`src/rtl/stopwatch_pkg.sv`:
```
// stopwatch_pkg: shared types and constants for the MM:SS stopwatch slice.
//   state_t   : stopwatch FSM encoding (IDLE / RUN / PAUSE)
//   bcd_t     : one BCD digit
//   SEC_U_MAX : top value of the seconds-units digit
//   SEC_T_MAX : top value of the seconds-tens digit
package stopwatch_pkg;

  localparam int unsigned BCD_W = 4;

  typedef logic [BCD_W-1:0] bcd_t;

  localparam bcd_t SEC_U_MAX = 4'd9;
  localparam bcd_t SEC_T_MAX = 4'd5;
  localparam bcd_t BCD_TOP   = 4'd9;

  typedef enum logic [1:0] {
    ST_IDLE  = 2'd0,
    ST_RUN   = 2'd1,
    ST_PAUSE = 2'd2
  } state_t;

endpackage

```
`src/rtl/stopwatch_core_bcd_digit_cnt.sv`:
```
// bcd_digit_cnt: one mod-(max+1) BCD digit of the stopwatch carry chain.
//   clk   in  system clock
//   rst   in  asynchronous active-high reset (digit -> 0)
//   inc   in  advance the digit by one this cycle
//   clr   in  synchronous clear to 0, overrides inc
//   max   in  highest legal value of this digit (may change at run time)
//   q     out registered digit value
//   carry out inc while the digit sits at max (next digit must advance)
module bcd_digit_cnt
  import stopwatch_pkg::*;
(
  input  logic clk,
  input  logic rst,
  input  logic inc,
  input  logic clr,
  input  bcd_t max,
  output bcd_t q,
  output logic carry
);

  logic at_max;

  assign at_max = (q == max);
  assign carry  = inc & at_max;

  always_ff @(posedge clk or posedge rst) begin
    if (rst) begin
      q <= '0;
    end else if (clr) begin
      q <= '0;
    end else if (inc) begin
      // >= guards against a run-time max dropping below the current value
      q <= (q >= max) ? '0 : q + 4'd1;
    end
  end

endmodule

```
`src/rtl/stopwatch_core.sv`:
```
// stopwatch_core: MM:SS BCD stopwatch fed by the divided 1 Hz clock.
//   clk        in  system clock, single domain
//   rst        in  asynchronous active-high reset
//   clk_1hz    in  divided clock, treated as data; rising edge -> one tick
//   start_stop in  one-cycle pulse: IDLE->RUN, RUN<->PAUSE
//   clear      in  one-cycle pulse: digits to 00:00, back to IDLE (top priority)
//   lap        in  one-cycle pulse: toggles display freeze (STOPWATCH_LAP_EN only)
//   min_t/min_u/sec_t/sec_u out  displayed BCD digits
//   running    out high while in RUN
//   wrap       out one-cycle pulse when the count passes MIN_MAX:59
// Parameters: MIN_MAX (highest minutes value, 1..99), ROLLOVER (1: wrap to
// 00:00 and keep running, 0: hold MIN_MAX:59 and pause).
// Build option: define STOPWATCH_LAP_EN to enable the lap freeze display.
module stopwatch_core
  import stopwatch_pkg::*;
#(
  parameter int unsigned MIN_MAX  = 59,
  parameter bit          ROLLOVER = 1'b1
) (
  input  logic             clk,
  input  logic             rst,
  input  logic             clk_1hz,
  input  logic             start_stop,
  input  logic             clear,
  input  logic             lap,
  output logic [BCD_W-1:0] min_t,
  output logic [BCD_W-1:0] min_u,
  output logic [BCD_W-1:0] sec_t,
  output logic [BCD_W-1:0] sec_u,
  output logic             running,
  output logic             wrap
);

  localparam bcd_t MT_MAX = bcd_t'(MIN_MAX / 10);
  localparam bcd_t MU_TOP = bcd_t'(MIN_MAX % 10);

  state_t state;
  logic   clk_1hz_d;
  logic   tick;

  bcd_t   live_su, live_st, live_mu, live_mt;
  bcd_t   mu_max;
  logic   c_su, c_st, c_mu, carry_unused;
  logic   at_max;
  logic   count_inc;
  logic   wrap_evt;

  // Reset value 1 so a clk_1hz already high at reset release is not a tick.
  always_ff @(posedge clk or posedge rst) begin
    if (rst) begin
      clk_1hz_d <= 1'b1;
    end else begin
      clk_1hz_d <= clk_1hz;
    end
  end

  assign tick = clk_1hz & ~clk_1hz_d;

  // Minutes units only run to 9 except in the last decade of minutes.
  assign mu_max = (live_mt == MT_MAX) ? MU_TOP : BCD_TOP;

  assign at_max = (live_su == SEC_U_MAX) && (live_st == SEC_T_MAX) &&
                  (live_mu == mu_max)    && (live_mt == MT_MAX);

  // With ROLLOVER=0 the chain is simply not advanced at the top value,
  // so the digits hold MIN_MAX:59 without a separate load path.
  assign wrap_evt  = (state == ST_RUN) && tick && !clear && at_max;
  assign count_inc = (state == ST_RUN) && tick && !clear && !(at_max && !ROLLOVER);

  bcd_digit_cnt u_sec_u (
    .clk   (clk),
    .rst   (rst),
    .inc   (count_inc),
    .clr   (clear),
    .max   (SEC_U_MAX),
    .q     (live_su),
    .carry (c_su)
  );

  bcd_digit_cnt u_sec_t (
    .clk   (clk),
    .rst   (rst),
    .inc   (c_su),
    .clr   (clear),
    .max   (SEC_T_MAX),
    .q     (live_st),
    .carry (c_st)
  );

  bcd_digit_cnt u_min_u (
    .clk   (clk),
    .rst   (rst),
    .inc   (c_st),
    .clr   (clear),
    .max   (mu_max),
    .q     (live_mu),
    .carry (c_mu)
  );

  bcd_digit_cnt u_min_t (
    .clk   (clk),
    .rst   (rst),
    .inc   (c_mu),
    .clr   (clear),
    .max   (MT_MAX),
    .q     (live_mt),
    .carry (carry_unused)
  );

  always_ff @(posedge clk or posedge rst) begin
    if (rst) begin
      state   <= ST_IDLE;
      running <= 1'b0;
      wrap    <= 1'b0;
    end else begin
      wrap <= wrap_evt;
      if (clear) begin
        state   <= ST_IDLE;
        running <= 1'b0;
      end else begin
        unique case (state)
          ST_IDLE: begin
            if (start_stop) begin
              state   <= ST_RUN;
              running <= 1'b1;
            end
          end
          ST_RUN: begin
            if (start_stop || (wrap_evt && !ROLLOVER)) begin
              state   <= ST_PAUSE;
              running <= 1'b0;
            end
          end
          ST_PAUSE: begin
            if (start_stop) begin
              state   <= ST_RUN;
              running <= 1'b1;
            end
          end
          default: begin
            state   <= ST_IDLE;
            running <= 1'b0;
          end
        endcase
      end
    end
  end

`ifdef STOPWATCH_LAP_EN
  logic frozen;
  bcd_t lap_su, lap_st, lap_mu, lap_mt;

  always_ff @(posedge clk or posedge rst) begin
    if (rst) begin
      frozen <= 1'b0;
      lap_su <= '0;
      lap_st <= '0;
      lap_mu <= '0;
      lap_mt <= '0;
    end else if (clear) begin
      frozen <= 1'b0;
    end else if (lap && (state != ST_IDLE)) begin
      frozen <= ~frozen;
      if (!frozen) begin
        lap_su <= live_su;
        lap_st <= live_st;
        lap_mu <= live_mu;
        lap_mt <= live_mt;
      end
    end
  end

  // Display select between two register banks; the live count keeps going.
  assign sec_u = frozen ? lap_su : live_su;
  assign sec_t = frozen ? lap_st : live_st;
  assign min_u = frozen ? lap_mu : live_mu;
  assign min_t = frozen ? lap_mt : live_mt;
`else
  logic lap_unused;
  assign lap_unused = lap;

  assign sec_u = live_su;
  assign sec_t = live_st;
  assign min_u = live_mu;
  assign min_t = live_mt;
`endif

endmodule

```
`config.mk`:
```
export PLATFORM = sky130hd
export DESIGN_NAME = stopwatch_core
export DESIGN_NICKNAME = d
export VERILOG_FILES = /design/src/rtl/stopwatch_pkg.sv /design/src/rtl/stopwatch_core_bcd_digit_cnt.sv /design/src/rtl/stopwatch_core.sv
export SDC_FILE = /design/constraint.sdc
export NUM_CORES = 1
export LEC_CHECK = 0
export BUFFER_PORTS_ARGS = -buffer_cell sky130_fd_sc_hd__buf_2
export CELL_PAD_IN_SITES_DETAIL_PLACEMENT = 2
export CELL_PAD_IN_SITES_GLOBAL_PLACEMENT = 2
export CORE_ASPECT_RATIO = 2
export CORE_UTILIZATION = 35
export DETAILED_ROUTE_END_ITERATION = 6
export PLACE_DENSITY = 0.91
export SYNTH_ARGS = -nofsm -noshare
export SYNTH_HDL_FRONTEND = slang
export SYNTH_SLANG_ARGS = --single-unit
```
`constraint.sdc`:
```
create_clock -name clk -period 2.9 [get_ports clk]
set_input_delay 0.58 -clock clk [delete_from_list [all_inputs] [get_ports clk]]
set_output_delay 0.58 -clock clk [all_outputs]
set_load 0.01 [all_outputs]
```
## Word-level counts from Yosys, hierarchy flattened

Cells that the tools add are included.

- Register bits after elaboration: 21
- Output and inout bits: 18

- $add $sub $neg: 4
- Magnitude comparators: 4
- Equality and inequality tests: 8
- Multiplexer cells: 20
- Bitwise logic cells: 5
- Reductions and logical operators: 14

Operator list:

| operator | number |
|---|---|
| $mux W4 | 12 |
| $add A4 B1 Y4 const B | 4 |
| $eq A4 B3 Y1 const B | 2 |
| $eq A4 B4 Y1 const B | 2 |
| $ge A4 B3 Y1 const B | 2 |
| $ge A4 B4 Y1 const B | 2 |
| $reduce_bool A2 Y1 | 4 |
| $logic_and A1 B1 Y1 | 6 |
| $mux W2 | 3 |
| $and A1 B1 Y1 | 4 |
| $pmux W2 S2 | 1 |
| $mux W1 | 3 |
| $ne A3 B1 Y1 const B | 1 |
| $ne A3 B3 Y1 const B | 1 |
| $eq A2 B1 Y1 const B | 1 |
| $eq A2 B2 Y1 const B | 1 |
| $logic_not A2 Y1 | 1 |
| $pmux W1 S2 | 1 |
| $reduce_and A2 Y1 | 1 |
| $reduce_or A2 Y1 | 1 |
| $logic_not A1 Y1 | 1 |
| $not A1 Y1 | 1 |

## Logic depth before layout (Yosys ltp)

- Depth after elaboration: 9
- Mapped depth: 7

## By module

A second synthesis with hierarchy kept.

- Cells, all modules: 174
- Area, all modules: 1646.6 um^2

By module, submodules not included:

| module | times used | cells each | area each (um^2) |
|---|---|---|---|
| bcd_digit_cnt at u_min_t ... | 3 | 38 | 351.6 |
| bcd_digit_cnt at u_sec_u | 1 | 39 | 355.3 |
| stopwatch_core | 1 | 21 | 236.5 |

## Worst setup path after synthesis

No wires, ideal clock.

- Path kind: reg-to-reg
- Start: reg u_sec_t.q[1]
- End: reg u_min_t.q[2]
- Library setup time: 0.120 ns
- Arrival time: 1.817 ns
- Setup slack: 0.964 ns
- Stages on the path, launching flop included: 7
- Path buffers: 0
- Cells stage by stage: dfrtp_1 -> inv_1 -> ha_1 -> nand3b_4 -> or4b_4 -> o311a_1 -> a31o_1

- Word-level cells in the longest chain between the ends: 4

Ends and longest elaborated chain:

| element | RTL line | RTL |
|---|---|---|
| start: declaration | stopwatch_core_bcd_digit_cnt.sv:17 | `output bcd_t q,` |
| start signal: assignment | stopwatch_core_bcd_digit_cnt.sv:33 | `q <= (q >= max) ? '0 : q + 4'd1;` |
| $eq A4 B3 Y1 | stopwatch_core_bcd_digit_cnt.sv:23 | `assign at_max = (q == max);` |
| $and A1 B1 Y1 (2 in series) | stopwatch_core_bcd_digit_cnt.sv:24 | `assign carry = inc & at_max;` |
| $reduce_bool A2 Y1 (no line) | -- |  |
| end signal: assignment | stopwatch_core_bcd_digit_cnt.sv:33 |  |
| end: declaration | stopwatch_core_bcd_digit_cnt.sv:17 |  |

No other way between the ends.
A chain may end at the register's enable or synchronous reset.

## Worst setup path after layout

- Start: reg u_sec_u.q[1]
- End: reg u_min_u.q[3]

- Word-level cells in the longest chain between the ends: 4

Ends and longest elaborated chain:

| element | RTL line |
|---|---|
| start: declaration | stopwatch_core_bcd_digit_cnt.sv:17 |
| start signal: assignment | stopwatch_core_bcd_digit_cnt.sv:33 |
| $eq A4 B4 Y1 | stopwatch_core_bcd_digit_cnt.sv:23 |
| $and A1 B1 Y1 (2 in series) | stopwatch_core_bcd_digit_cnt.sv:24 |
| $reduce_bool A2 Y1 (no line) | -- |
| end signal: assignment | stopwatch_core_bcd_digit_cnt.sv:33 |
| end: declaration | stopwatch_core_bcd_digit_cnt.sv:17 |

No other way between the ends.

==> results.yml <==
routing:
  drt_pre_antenna_iters: 6
  wirelength_um: 3580
  vias: 1059
  drc: 2
  routedWlPerCell_um: 19.4
  drtIter0Drc: 16
  ant_nets: 0
  avgViaCountPerCell: 5.76
floorplan:
  dieHeight_um: 85.6
  rows: 30
  die_area_um2: 3750
  initial_utilization_pct: 36.2
  die_x_um: 43.8
  num_io_pins: 24
  core_um2: 3380
critical_path:
  crit_arrival_ns: 2.34
  cp_max_fo: 5
  cp.required_ns: 3.06
  path_class: "reg2reg"
  worstSetupEndpointType: "register"
  start_kind: "register"
synthesis:
  synthCells: 129
  yosys_warnings: 0
  post_synth.cell_area_avg_um2: 9.49
  synth_flop_cell: "dfrtp_1"
  synth_nets: 147
  syn_area_um2: 1220
  synth-seq-cells: 20
  yosysUniqueCellTypes: 36
  synth_edf_count: 0
  yosysSeqAreaShare_pct: 41.0
  synthArstFlopShare_pct: 100
clocking:
  cts-root-buf: "clkbuf_8"
  ctsHtreeMaxLevel: 1
  cts_buffers: 3
  cts_setup_buffers: 0
  ctsResizeCount: 0
  clock_sinks: 20
  cts_tree: "built"
  clk_pin_slew_ns: 0.07
  worstSkewPairLatency_ns: 0.26
  hold_buffers: 0
  cts_buffer_depth: 2
layout:
  fin_nets: 171
  mostFrequentLayoutCells: "buf_2 (22), dfrtp_1 (19), inv_1 (17)"
  instances_no_fill: 184
  drive_gt1_share_pct: 19.7
  layout_commonest_cell: "buf_2"
  diodes: 0
  area_delta_synth_final_pct: 14.8
  fillers: 397
  multi_input_area_um2: 644
  seqCellArea_um2: 502
place:
  hpwl_um: 2700
  place_inst: 180
  place_congestion: 0.660
  port_buffers: 22
sta:
  setup_violations: 0
  final.period_utilization_pct: 75.2
  rsz0062_at_grt: "no"
  fin_crit_ns: 2.18
  slew_headroom_pct: 44.0
  fmax_mhz: 459
  hold_viol: 0
  worstMarginPinSlew_ns: 0.828
  drv_slew: 0
  fin_tns_setup_ns: 0
  fin_skew_ns: 0.00775
global_route:
  grt_overflow: 0
  grt_pass1_wl_um: 5800
  grt_start_max_net_pins: 21
  grt_use_total_pct: 21.2
  antenna_found_initial: 0
  grt_pass1_vias: 1221
power:
  p_leak_nw: 0.723
  peakVddDrop_uv: 199
  power_density_nw_per_um2: 397
worst_hold_path:
  worstHoldPathType: "in2async"
outcome:
  violations: "design-rule violations"
  status: "complete, but fails checks"
run:
  max-cap-violations: 0
==> power by group <==
| part | leakage (nW) | internal, mW | total, mW | switching [mW] |
|---|---|---|---|---|
| clock network | 0.0228 | 0.0976 | 0.184 | 0.0868 |
| registers | 0.272 | 0.288 | 0.299 | 0.0108 |
| logic | 0.427 | 0.0274 | 0.0754 | 0.0480 |
| total | 0.723 | 0.413 | 0.558 | 0.146 |
==> area by class of cell <==
cell class	instances	area share, %
Sequential cell	20	35.7
Multi-Input combinational cell	89	45.9
Inverter	17	4.54
Tap cell	32	2.85
Timing Repair Buffer	22	7.84
Clock buffer	4	3.21
==> synth_stat cells, types with 2 or more instances <==
cell type,number,area (um2)
nand3b_1,2,15.0
a211oi_1,2,15.0
nand2b_1,4,25.0
nand4_1,2,12.5
or3b_2,2,17.5
nand3_1,3,15.0
nand4bb_1,2,22.5
a211o_1,2,17.5
nand2_1,8,30.0
ha_1,12,150
nor3_1,6,30.0
o21ai_0,8,40.0
nor2_1,8,30.0
buf_2,2,10.0
inv_1,17,63.8
o22ai_1,2,12.5
a21oi_1,7,35.0
dfrtp_1,19,475
mux2i_1,4,40.0
==> registers in the layout, indices dropped and copies added (netlist names) <==
register and count:
running 1, clk_1hz_d 1, u_sec_u.q 4, state 1, u_min_t.q 4, wrap 1
u_min_u.q 4, u_sec_t.q 4
==> path summary, 6_finish.rpt <==
check                              from           end  slack, ns  depth (start not counted)
setup / recovery           u_sec_u.q[1]  u_min_u.q[3]       0.72                          6
hold / removal                      rst  u_sec_t.q[3]       0.46                          2
setup reg to reg           u_sec_u.q[1]  u_min_u.q[3]       0.72                          6
hold reg to reg            u_sec_t.q[3]  u_sec_t.q[3]       0.60                          2
max in group asynchronous           rst  u_sec_u.q[1]       1.94                          2
min in group clk                clk_1hz     clk_1hz_d       0.46                          1
==> cell families after synthesis <==
logic type	after synthesis	share of synthesized area (%)
and+or+nand+nor	47	23.8
buffers and inverters	20	6.34
adders and majority gates	12	12.3
AOI/OAI and AO/OA	26	13.3
DFF	20	41.0
muxes	4	3.27
==> critical path: stages (launching register included) <==
cell	delay, ns
dfrtp_1	0.42
inv_1	0.10
ha_1	0.20
and3b_1	0.21
nor4b_1	0.69
a41oi_1	0.22
nor3_1	0.25
==> stage by stage <==
step / hold WS [ns] / cell area (um2) / utilization [%] / power (mW) / setup slack (ns)
after floorplan: 0.540 / 1220 / - / 0.348 / 0.964
after global placement: 0.546 / 1360 / 40.3 / 0.369 / 0.862
after detailed placement: 0.585 / 1360 / 40.3 / 0.380 / 0.775
after CTS: 0.450 / 1410 / 41.6 / 0.569 / 0.690
after global routing: 0.443 / 1410 / 41.6 / 0.591 / 0.623
final: 0.456 / 1410 / 41.6 / 0.558 / 0.720
==> layer usage <==
| layer | track usage (%) | up-vias | share of wire (%) |
|---|---|---|---|
| li1 | - | 495 | - |
| met1 | 17.9 | 544 | 34 |
| met2 | 45.7 | 16 | 64 |
| met3 | 1.89 | 4 | 1.6 |
| met4 | 6.82 | 0 | 0.92 |
| met5 | 0 | - | 0 |
Power figures use the tool's default switching activity.
